### src/rtl/hs_rx_fifo.sv
// Receive stage for the send/ack/dados link: four-phase handshake per nibble into a small
// FIFO, drained by local logic over a show-ahead valid/ready port.
module hs_rx_fifo #(
   parameter int unsigned DATA_W      = 4,
   parameter int unsigned DEPTH       = 4,
   parameter int unsigned SYNC_STAGES = 2
) (
   input  logic                     clk,
   input  logic                     rst,
   input  logic                     send,
   input  logic [DATA_W-1:0]        dados,
   output logic                     ack,
   output logic [DATA_W-1:0]        dout,
   output logic                     dout_valid,
   input  logic                     dout_ready,
   output logic [$clog2(DEPTH):0]   count,
   output logic                     full
);

   localparam int unsigned PtrW = $clog2(DEPTH);
   localparam int unsigned CntW = PtrW + 1;

   typedef enum logic [0:0] {StIdle, StWaitDrop} state_e;

   state_e                 state_q, state_d;
   logic                   ack_q, ack_d;
   logic [SYNC_STAGES-1:0] sync_q, sync_d;
   logic [PtrW-1:0]        wr_ptr_q, wr_ptr_d;
   logic [PtrW-1:0]        rd_ptr_q, rd_ptr_d;
   logic [CntW-1:0]        count_q, count_d;
   logic [DATA_W-1:0]      mem_q [DEPTH];
   logic [DATA_W-1:0]      mem_d [DEPTH];

   logic send_s;
   logic wr_en;
   logic pop;

   assign send_s     = sync_q[SYNC_STAGES-1];
   assign full       = (count_q == CntW'(DEPTH));
   assign dout_valid = (count_q != '0);
   assign pop        = dout_valid && dout_ready;
   assign dout       = mem_q[rd_ptr_q];
   assign ack        = ack_q;
   assign count      = count_q;

   always_comb begin
      sync_d    = sync_q << 1;
      sync_d[0] = send;
   end

   // Only IDLE writes, so a send held high is stored exactly once. Full uses the registered
   // count, so a pop while full lets the stalled write through one edge later.
   always_comb begin
      state_d = state_q;
      ack_d   = ack_q;
      wr_en   = 1'b0;
      case (state_q)
         StIdle: begin
            if (send_s && !full) begin
               wr_en   = 1'b1;
               ack_d   = 1'b1;
               state_d = StWaitDrop;
            end
         end
         StWaitDrop: begin
            if (!send_s) begin
               ack_d   = 1'b0;
               state_d = StIdle;
            end
         end
      endcase
   end

   always_comb begin
      wr_ptr_d = wr_ptr_q;
      rd_ptr_d = rd_ptr_q;
      count_d  = count_q;
      mem_d    = mem_q;
      if (wr_en) begin
         mem_d[wr_ptr_q] = dados;
         wr_ptr_d        = wr_ptr_q + PtrW'(1);
      end
      if (pop) begin
         rd_ptr_d = rd_ptr_q + PtrW'(1);
      end
      case ({wr_en, pop})
         2'b10:   count_d = count_q + CntW'(1);
         2'b01:   count_d = count_q - CntW'(1);
         default: count_d = count_q;
      endcase
   end

   always_ff @(posedge clk or negedge rst) begin
      if (!rst) begin
         state_q  <= StIdle;
         ack_q    <= 1'b0;
         sync_q   <= '0;
         wr_ptr_q <= '0;
         rd_ptr_q <= '0;
         count_q  <= '0;
      end else begin
         state_q  <= state_d;
         ack_q    <= ack_d;
         sync_q   <= sync_d;
         wr_ptr_q <= wr_ptr_d;
         rd_ptr_q <= rd_ptr_d;
         count_q  <= count_d;
      end
   end

   // Storage needs no reset: dout is only meaningful while dout_valid is high.
   always_ff @(posedge clk) begin
      mem_q <= mem_d;
   end

endmodule

### config.mk
export PLATFORM = sky130hd
export DESIGN_NAME = hs_rx_fifo
export DESIGN_NICKNAME = d
export VERILOG_FILES = /design/src/rtl/hs_rx_fifo.sv
export SDC_FILE = /design/constraint.sdc
export NUM_CORES = 1
export LEC_CHECK = 0
export CELL_PAD_IN_SITES_DETAIL_PLACEMENT = 1
export CELL_PAD_IN_SITES_GLOBAL_PLACEMENT = 2
export CORE_ASPECT_RATIO = 1.75
export CORE_MARGIN = 3
export CORE_UTILIZATION = 37
export DETAILED_ROUTE_END_ITERATION = 8
export HOLD_SLACK_MARGIN = 0.02
export PLACE_DENSITY_LB_ADDON = 0.1
export RECOVER_POWER = 50
export SYNTH_ARGS = -nofsm -noshare
export SYNTH_HDL_FRONTEND = slang
export SYNTH_SLANG_ARGS = --single-unit
### constraint.sdc
create_clock -name clk -period 2.9 [get_ports clk]
set_clock_uncertainty 0.2 [all_clocks]
set_input_delay 0.435 -clock clk [delete_from_list [all_inputs] [get_ports clk]]
set_output_delay 0.435 -clock clk [all_outputs]
set_load 0.1 [all_outputs]
Yosys cells after proc, flatten, opt, wreduce, memory -nomap -nowiden
Index checks and enable logic that the tools add are counted.
{"block": "word_totals", "reg_bits": 27, "elab_cells": 46}
{"block": "op_classes", "addsub": 4, "magnitude_cmp": 3, "eq_ne": 5, "mux": 14, "n_bitwise": 3, "reduce_logical": 7}
{"op": "bitwise mux 16 bit", "count": 1}
{"op": "two-way mux 4 bit", "count": 3}
{"op": "binary-select mux 4 bit (select 2 bit)", "count": 1}
{"op": "demux 4 bit (select 2 bit)", "count": 1}
{"op": "greater-or-equal comparator 3 bit (second input constant)", "count": 2}
{"op": "inverter 2 -> 3 bit", "count": 2}
{"op": "case mux 3 bit (2 select lines)", "count": 1}
{"op": "two-way mux 1 bit", "count": 5}
{"op": "adder 2 x 1 -> 2 bit (second input constant)", "count": 2}
{"op": "!= test 2 bit (second input constant)", "count": 2}
{"op": "case mux 1 bit (2 select lines)", "count": 2}
{"op": "adder 3 x 1 -> 3 bit (second input constant)", "count": 1}
{"op": "== test 3 bit (second input constant)", "count": 1}
{"op": "logical AND 1 bit", "count": 3}
{"op": "< comparator 3 x 1 -> 1 bit (second input constant)", "count": 1}
{"op": "nonzero test 3 bit", "count": 1}
{"op": "subtractor 3 x 1 -> 3 bit (second input constant)", "count": 1}
{"op": "== test 2 x 1 -> 1 bit (second input constant)", "count": 1}
{"op": "== test 2 bit (second input constant)", "count": 1}
{"op": "AND reduction 2 bit", "count": 1}
{"op": "nonzero test 2 bit", "count": 1}
{"op": "zero test 1 bit", "count": 1}
{"op": "inverter 1 bit", "count": 1}

Longest topological paths before layout
Gate-level depths: netlist of the first run.
{"block": "logic_depth", "ltp_word": 7, "ltp_mapped": 9, "depth_no_buf": 9}

Least setup slack after synthesis of the first run
Ideal clock, no wire load.
{"block": "synth_timing", "kind": "register -> register", "start": "reg count_q[2], in the netlist count[2]", "end": "reg count_q[2], in the netlist count[2]", "t_arrival_ps": 3129, "t_required_ps": 2537, "slack_ps": -592, "stages_incl_launch_ff": 10, "n_path_buf": 0, "path_cell_list": "dfrtp_1 nor3b_4 nor3b_4 inv_1 ha_1 inv_1 fa_1 xor2_1 nor2_1 xor2_1"}
{"block": "synth_between", "elab_chain_cells": 7, "elab_cells_between_ends": 13, "classes_between": "2 x add/sub; 3 x eq/ne; 3 x mux; 5 x reduce/logical"}
{"item": "start: declaration", "line_no": "30", "rtl": "logic [CntW-1:0] count_q, count_d;"}
{"item": "start signal: assignment", "line_no": "107", "rtl": "count_q <= count_d;"}
{"item": "== test 3 bit (*)", "line_no": "39", "rtl": "assign full = (count_q == CntW'(DEPTH));"}
{"item": "via full", "line_no": "17", "rtl": "output logic full"}
{"item": "zero test 1 bit (*)", "line_no": "59", "rtl": "if (send_s && !full) begin"}
{"item": "logical AND 1 bit (*)", "line_no": "59"}
{"item": "two-way mux 1 bit (*)", "line_no": "59"}
{"item": "two-way mux 1 bit (*)", "line_no": "57", "rtl": "case (state_q)"}
{"item": "== test 2 x 1 -> 1 bit / == test 2 bit (equally long branches)", "line_no": "86", "rtl": "case ({wr_en, pop})"}
{"item": "case mux 3 bit (2 select lines) / nonzero test 2 bit (equally long branches)"}
The timed path passes the listed nets; every way through them passes the cells marked *.
A chain may end at the register's enable or synchronous reset.

Worst setup path after layout of the first run
{"block": "layout_timing", "start": "reg count_q[2], in the netlist count[2]", "end": "reg count_q[2], in the netlist count[2]"}
{"block": "layout_between", "elab_chain_cells": 7, "elab_cells_between_ends": 13, "classes_between": "2 x add/sub; 3 x eq/ne; 3 x mux; 5 x reduce/logical"}
{"item": "== test 3 bit", "line_no": "39"}
{"item": "zero test 1 bit", "line_no": "59"}
{"item": "logical AND 1 bit", "line_no": "59"}
{"item": "two-way mux 1 bit", "line_no": "59"}
{"item": "two-way mux 1 bit", "line_no": "57"}
{"item": "== test 2 x 1 -> 1 bit / == test 2 bit (equally long branches)", "line_no": "86"}
{"item": "case mux 3 bit (2 select lines) / nonzero test 2 bit (equally long branches)"}
Parallel ways exist; a longest one is shown, timed or not.

==> results.ini, run 1 <==
[floorplan]
floorplan.die.width_microns=48.1
fp.coreArea_sq_um=2960
boundaryPins=18
placementRows=26
die_height_microns=79.7
start_util_pct=38.8
die_ar_sq_um=3830

[layout]
final_cell_area_sq_um=1400
antenna_cells=0
fin_nets=102
fraction_of_layout_cells_with_a_size_suffix_above_1_pct=36.8
most_frequent_standard_cell_in_the_layout_excluding_fill_and_tap_cells=sky130_fd_sc_hd__edfxtp_1
area_delta_synth_final_pct=22.1
filler_cell_count=300
most-common-layout-cells=sky130_fd_sc_hd__edfxtp_1 (16), sky130_fd_sc_hd__buf_4 (10), sky130_fd_sc_hd__dfrtp_1 (8)

[sta]
timing.setup.tns_ns=0
grt_setup_unrepaired=no
fmaxAchievable_ghz=0.443
final_period_minus_worst_setup_slack_ns=2.26
timing_hold_violations_final=0
timing.final.setup_violations=0
worst_slew_pin_slew_ns=0.520
final.period_utilization_pct=77.8
finalMaxSlewViolations=0
max-slew-margin-rel_pct=65.3

[global_route]
pin_count_of_the_biggest_net_entering_global_routing=15
antenna_found_initial=0
grt_overflow_total=0
grt_pass1_vias=662
global_route.usage.total_pct=12.0
grt_first_pass_wirelength_microns=3140

[detailed_routing]
avgRoutedWirePerCell_microns=14.5
met1_wl_microns=727
postRouteAntennaNets=0
top_layer=met4
dr.pass1.iters=3
dr_wl_met2_microns=1050
residual_drc=0
wl_microns=1880
via_count=591
drt_first_iter_violations=7
via_per_inst=4.58
met3WireLength_microns=71

[logic_synthesis]
synth-seq-area-share_pct=65.9
synth_area_per_cell_sq_um=17.1
synth_warnings=0
netlist_instances=67
synth.net_count=81
ys_seq_elements=27
post_syn_area_sq_um=1150
synth.distinct_cells=19

[critical_path]
r2r_start=count[2]
startpoint=count[2]
timing.critical_path.required_ns=2.85
timing.critical_path.fanout_max=8
endpoint_kind=flop
critical_path.startpoint_type=flop
critPathKind=flop to flop
critical_path_arrival_ns=2.21

[place]
detailed_place_hpwl_microns=1510
numPortBuffers=17
gpl.final_weighted_congestion=0.648
dpl-instance-area_sq_um=1360

[clock_tree]
worst_skew_pair.late_latency_ns=0.26
cts_buffers=3
clk_transition_reported_paths_ns=0.09
tritoncts=built
cts_root_buffer=sky130_fd_sc_hd__clkbuf_8
ctsHoldBuffers=0
post_cts.resized_instances=0
cts-root-to-sink-buffers=2
cts.htree.levels=1
cts_sinks=27
cts.repair_timing.setup_buffer_count=0

[outcome]
outcome=completed

[min_path]
min-delay-path-class=flop to flop
hold_path.startpoint=sync_q[0]

[job]
cap_violations=0

stage by stage:
stage          cells  util (%)  setup WS, ns  hold WS (ns)
2_1_floorplan     67         -        -0.161       -0.0606
3_3_place_gp     125      45.8         0.594         0.145
3_5_place_dp     125      45.8         0.547         0.142
6_report         129      47.3         0.644         0.169
4_1_cts          129      47.3         0.589         0.173
5_1_grt          129      47.3         0.480         0.194
path summary, 6_finish.rpt:
kind	to	slack, ns	cells after the start
max in group asynchronous	count[1]	1.73	1
max reg2reg	count[2]	0.64	9
min reg2reg	sync_q[1]	0.17	0
max	count[2]	0.64	9
min	sync_q[1]	0.17	0
min in group asynchronous	ack	0.38	1
cells in the mapped netlist (all sizes together):
| cell | instances | share of area (%) |
|---|---|---|
| a21boi | 1 | 0.65 |
| dfrtp | 11 | 24 |
| fa | 1 | 1.7 |
| ha | 5 | 5.5 |
| buf | 1 | 0.44 |
| o21ai | 2 | 0.87 |
| inv | 7 | 2.3 |
| nand2 | 2 | 0.65 |
| or3 | 1 | 0.65 |
| mux2 | 1 | 1.3 |
| and2 | 4 | 2.6 |
| xor2 | 3 | 2.3 |
| nand2b | 1 | 0.55 |
| xnor2 | 3 | 2.3 |
| o31a | 1 | 0.87 |
| mux4 | 4 | 7.9 |
| nor3b | 2 | 3.3 |
| nor2 | 1 | 0.33 |
| edfxtp | 16 | 42 |
sequential cells by signal (all words and copies together) (netlist names):
register	count
ack	1
count	3
mem_q	16
rd_ptr_q	2
state_q	1
sync_q	2
wr_ptr_q	2
kinds of logic after synthesis:
family,Yosys count,share of synthesized area [%]
fa+ha+maj,6,7.20
simple gates,11,8.07
flops,27,65.9
xor+xnor,6,4.58
compound gates,4,2.40
mux,5,9.16
buf+inv,8,2.73
worst max-delay path: stages, from the launching register on:
cell	delay, ns
sky130_fd_sc_hd__dfrtp_4	0.51
sky130_fd_sc_hd__nor3b_4	0.18
sky130_fd_sc_hd__nor3b_4	0.36
sky130_fd_sc_hd__inv_1	0.10
sky130_fd_sc_hd__ha_2	0.20
sky130_fd_sc_hd__inv_2	0.05
sky130_fd_sc_hd__fa_2	0.18
sky130_fd_sc_hd__xor2_1	0.15
sky130_fd_sc_hd__nor2_1	0.07
sky130_fd_sc_hd__xor2_1	0.13
cell type report:
class | count | area (sq um) | area share [%]
Multi-Input combinational cell | 32 | 365 | 26.1
Clock buffer | 4 | 45.0 | 3.21
Tap cell | 42 | 52.6 | 3.75
Inverter | 7 | 26.3 | 1.88
Timing Repair Buffer | 17 | 145 | 10.4
Sequential cell | 27 | 767 | 54.7
per-layer routing:
metal,global-route usage [%],vias to the layer above
met3,2.26,2
met1,13.6,299
met5,0,-
li1,-,275
met4,6.47,0
met2,20.0,15
Power of run 1 is left out: the tool's default activity adds up to more than one toggle a clock period on the data nets, which glitch-free logic cannot reach.
==> run 2, diff against run 1 <==
clock period = 2.4 ns   (was 2.9 ns; I/O delays follow)
==> run 2 against run 1 <==
  * Maximum frequency grew 4.3%
  * Design area rose by 7.2%
  * Critical path type unchanged
  * Die area did not move
==> results.ini, run 2 (same netlist as run 1, synthesis figures left out) <==
[sta]
max-slew-margin-rel_pct=65.0
worst_slew_pin_slew_ns=0.523
finalMaxSlewViolations=0
timing.setup.tns_ns=0
timing.final.setup_violations=0
timing_hold_violations_final=0
final.period_utilization_pct=90.2
final_period_minus_worst_setup_slack_ns=2.16
grt_setup_unrepaired=no
fmaxAchievable_ghz=0.462

[place]
numPortBuffers=17
gpl.final_weighted_congestion=0.633
detailed_place_hpwl_microns=1580

[critical_path]
timing.critical_path.required_ns=2.39
critPathKind=flop to flop
endpoint_kind=flop
critical_path.startpoint_type=flop
critical_path_arrival_ns=2.15
timing.critical_path.fanout_max=6

[clock_tree]
ctsHoldBuffers=0
clk_transition_reported_paths_ns=0.09
cts-root-to-sink-buffers=2
post_cts.resized_instances=0
cts.htree.levels=1
cts_sinks=27
cts.repair_timing.setup_buffer_count=0
cts_root_buffer=sky130_fd_sc_hd__clkbuf_8
worst_skew_pair.late_latency_ns=0.26
cts_buffers=3
tritoncts=built

[layout]
antenna_cells=0
fraction_of_layout_cells_with_a_size_suffix_above_1_pct=39.3
registers.top_by_ff_count=mem_q
multi_input_area_sq_um=375
most_frequent_standard_cell_in_the_layout_excluding_fill_and_tap_cells=sky130_fd_sc_hd__edfxtp_1
filler_cell_count=280
area_delta_synth_final_pct=31.0
most-common-layout-cells=sky130_fd_sc_hd__edfxtp_1 (16), sky130_fd_sc_hd__dfrtp_1 (8)
ff_latch_area_sq_um=767
largest_reg_flops=16
fin_nets=104

[global_route]
antenna_found_initial=0
grt_pass1_vias=682
pin_count_of_the_biggest_net_entering_global_routing=16
global_route.usage.total_pct=12.5
grt_overflow_total=0
grt_first_pass_wirelength_microns=3260

[floorplan]
placementRows=26
die_height_microns=79.7
fp.coreArea_sq_um=2960
floorplan.die.width_microns=48.1
die_ar_sq_um=3830
boundaryPins=18
start_util_pct=38.8

[detailed_routing]
dr.pass1.iters=3
via_per_inst=4.53
avgRoutedWirePerCell_microns=15.1
via_count=594
drt_first_iter_violations=8
wl_microns=1970
residual_drc=0
postRouteAntennaNets=0

[outcome]
outcome=completed

[job]
cap_violations=0

[min_path]
min-delay-path-class=flop to flop

[run 2: cell count changes in the layout (fill, tap and decap cells not counted)]
| cell | delta |
|---|---|
| sky130_fd_sc_hd__ha_2 | -1 |
| sky130_fd_sc_hd__buf_12 | +6 |
| sky130_fd_sc_hd__ha_4 | +1 |
| sky130_fd_sc_hd__buf_4 | -4 |
| sky130_fd_sc_hd__clkbuf_1 | -1 |
| sky130_fd_sc_hd__clkinv_2 | +1 |
[run 2: final timing paths]
check	from	end	slack [ns]	cells after the start
worst max-delay path	count[1]	count[2]	0.24	9
worst min-delay path	sync_q[0]	sync_q[1]	0.16	0
worst max register to register	count[1]	count[2]	0.24	9
worst min register to register	sync_q[0]	sync_q[1]	0.16	0
max in group asynchronous	rst	count[2]	1.31	1
min in group asynchronous	rst	count[0]	0.30	1
[run 2: per-stage QoR]
stage	instances	util, %	worst slack [ns]	hold WS, ns	instance area (sq um)
finish	131	50.8	0.236	0.162	1500
global route	131	50.8	0.107	0.186	1500
CTS	130	50.5	0.111	0.165	1500
detailed placement	126	48.9	0.0981	0.138	1450
global placement	126	48.9	0.146	0.145	1450
floorplan	67	-	-0.647	-0.136	1170
[run 2: metal layers]
metal / GRT usage (%) / wire length [microns]
met1: 13.2 / 684
met2: 22.4 / 1200
met3: 2.03 / 71
met4: 5.66 / 19
met5: 0 / 0
[run 2: worst max-delay path: stages (launching register included)]
cell                      delay [ns]
sky130_fd_sc_hd__dfrtp_4        0.53
sky130_fd_sc_hd__nor3b_4        0.26
sky130_fd_sc_hd__nor3b_4        0.07
sky130_fd_sc_hd__inv_1          0.10
sky130_fd_sc_hd__ha_4           0.14
sky130_fd_sc_hd__inv_2          0.04
sky130_fd_sc_hd__fa_2           0.33
sky130_fd_sc_hd__xor2_1         0.15
sky130_fd_sc_hd__nor2_1         0.13
sky130_fd_sc_hd__xor2_1         0.15
[run 2: final cells by class]
cell class	instances	share of cell area, %
flip-flops and latches	27	51.0
multi-input cells	32	25.0
repair buffers	19	15.7
well taps	42	3.50
clock buffers	3	2.75
inverters	7	1.75
clock inverters	1	0.333
Power of run 2 is left out for the same reason.
==> run 3, diff against run 2 <==
REMOVE_ABC_BUFFERS = 1   (was not set)
==> run 3 against run 2 <==
  * Sequential share of layout area increased by 0.63 points
  * Setup slack improved by 0.016 ns
  * Critical endpoint unchanged
  * Critical path depth unchanged
  * Non-clock buffer count grew 1
==> results.ini, run 3 (same netlist as run 1, synthesis figures left out) <==
[outcome]
outcome=completed

[sta]
fmaxAchievable_ghz=0.466
grt_setup_unrepaired=no
timing.final.setup_violations=0
finalMaxSlewViolations=0
timing_hold_violations_final=0
finalHoldWorstSlack_ns=0.168
final_period_minus_worst_setup_slack_ns=2.15
worst_slew_pin_slew_ns=0.513
final.period_utilization_pct=89.5
max-slew-margin-rel_pct=65.7

[layout]
antenna_cells=0
most_frequent_standard_cell_in_the_layout_excluding_fill_and_tap_cells=sky130_fd_sc_hd__edfxtp_1
largest_reg_flops=16
most-common-layout-cells=sky130_fd_sc_hd__edfxtp_1 (16), sky130_fd_sc_hd__dfrtp_1 (11), sky130_fd_sc_hd__inv_1 (7)
fraction_of_layout_cells_with_a_size_suffix_above_1_pct=30.0
final_cells=132
area_delta_synth_final_pct=27.5
fin_nets=105
filler_cell_count=286
registers.top_by_ff_count=mem_q

[global_route]
global_route.usage.total_pct=12.0
grt_first_pass_wirelength_microns=3130
pin_count_of_the_biggest_net_entering_global_routing=15
grt_pass1_vias=659
antenna_found_initial=0
grt_overflow_total=0

[detailed_routing]
dr.pass1.iters=2
postRouteAntennaNets=0
residual_drc=0
via_count=600
via_per_inst=4.55
avgRoutedWirePerCell_microns=14.4
drt_first_iter_violations=1
wl_microns=1900

[critical_path]
critPathKind=flop to flop
timing.critical_path.required_ns=2.39
r2r_setup_slack_ns=0.25
timing.critical_path.fanout_max=6
endpoint_kind=flop
critical_path.startpoint_type=flop
critical_path_arrival_ns=2.14

[floorplan]
boundaryPins=18
floorplan.die.width_microns=48.1
die_height_microns=79.7
placementRows=26
die_ar_sq_um=3830
start_util_pct=38.8
fp.coreArea_sq_um=2960

[place]
detailed_place_hpwl_microns=1570
numPortBuffers=17
place_inst=128
gpl.final_weighted_congestion=0.663

[clock_tree]
cts-root-to-sink-buffers=2
tritoncts=built
cts.repair_timing.setup_buffer_count=0
cts.htree.levels=1
cts_root_buffer=sky130_fd_sc_hd__clkbuf_8
post_cts.resized_instances=0
clk_transition_reported_paths_ns=0.09
cts_buffers=3
ctsHoldBuffers=0
worst_skew_pair.late_latency_ns=0.26
cts_sinks=27

[min_path]
min-delay-path-class=flop to flop

[job]
cap_violations=0

==> run 3: cell types whose count changed in the layout (fill, tap and decap cells not counted) <==
cell                       delta
sky130_fd_sc_hd__clkinv_2     -1
sky130_fd_sc_hd__fa_2         -1
sky130_fd_sc_hd__buf_12       -1
sky130_fd_sc_hd__fa_1         +1
sky130_fd_sc_hd__dfrtp_1      +3
sky130_fd_sc_hd__inv_1        +1
sky130_fd_sc_hd__dfrtp_4      -3
sky130_fd_sc_hd__ha_1         +1
sky130_fd_sc_hd__clkbuf_1     +3
sky130_fd_sc_hd__inv_2        -1
sky130_fd_sc_hd__ha_4         -1
==> run 3: cell type report <==
| cell class | instances | area, sq um | share of cell area (%) |
|---|---|---|---|
| well taps | 42 | 52.6 | 3.59 |
| multi-input cells | 32 | 360 | 24.6 |
| clock buffers | 4 | 45.0 | 3.08 |
| repair buffers | 20 | 223 | 15.2 |
| inverters | 7 | 26.3 | 1.80 |
| flip-flops and latches | 27 | 756 | 51.7 |
==> run 3: final timing paths <==
path,startpoint,endpoint,cells after the start
max,count[1],count[2],9
min,sync_q[0],sync_q[1],0
min reg2reg,sync_q[0],sync_q[1],0
max in group asynchronous,rst,sync_q[1],1
min in group asynchronous,rst,count[0],1
max reg2reg,count[1],count[2],9
==> run 3: metrics by stage <==
step	util [%]	worst slack [ns]	cell area, sq um	setup TNS, ns
floorplan	-	-1.09	1140	-11.13
global placement	48.1	0.152	1430	0
detailed placement	48.1	0.0933	1430	0
CTS	49.7	0.210	1470	0
global route	49.4	0.0566	1460	0
finish	49.4	0.252	1460	0
==> run 3: worst max-delay path: stages, from the launching register on <==
cell and delay [ns]:
sky130_fd_sc_hd__dfrtp_1 0.47, sky130_fd_sc_hd__nor3b_4 0.26, sky130_fd_sc_hd__nor3b_4 0.07, sky130_fd_sc_hd__inv_1 0.07, sky130_fd_sc_hd__ha_1 0.17, sky130_fd_sc_hd__inv_1 0.06
sky130_fd_sc_hd__fa_1 0.37, sky130_fd_sc_hd__xor2_1 0.15, sky130_fd_sc_hd__nor2_1 0.11, sky130_fd_sc_hd__xor2_1 0.15
==> run 3: routing by layer <==
layer	global-route usage (%)	routed length [microns]	vias up
met5	0	0	-
met4	5.66	40	0
met3	2.03	60	5
met2	20.6	1150	17
met1	13.3	651	300
li1	-	-	278
Power of run 3 is left out for the same reason.
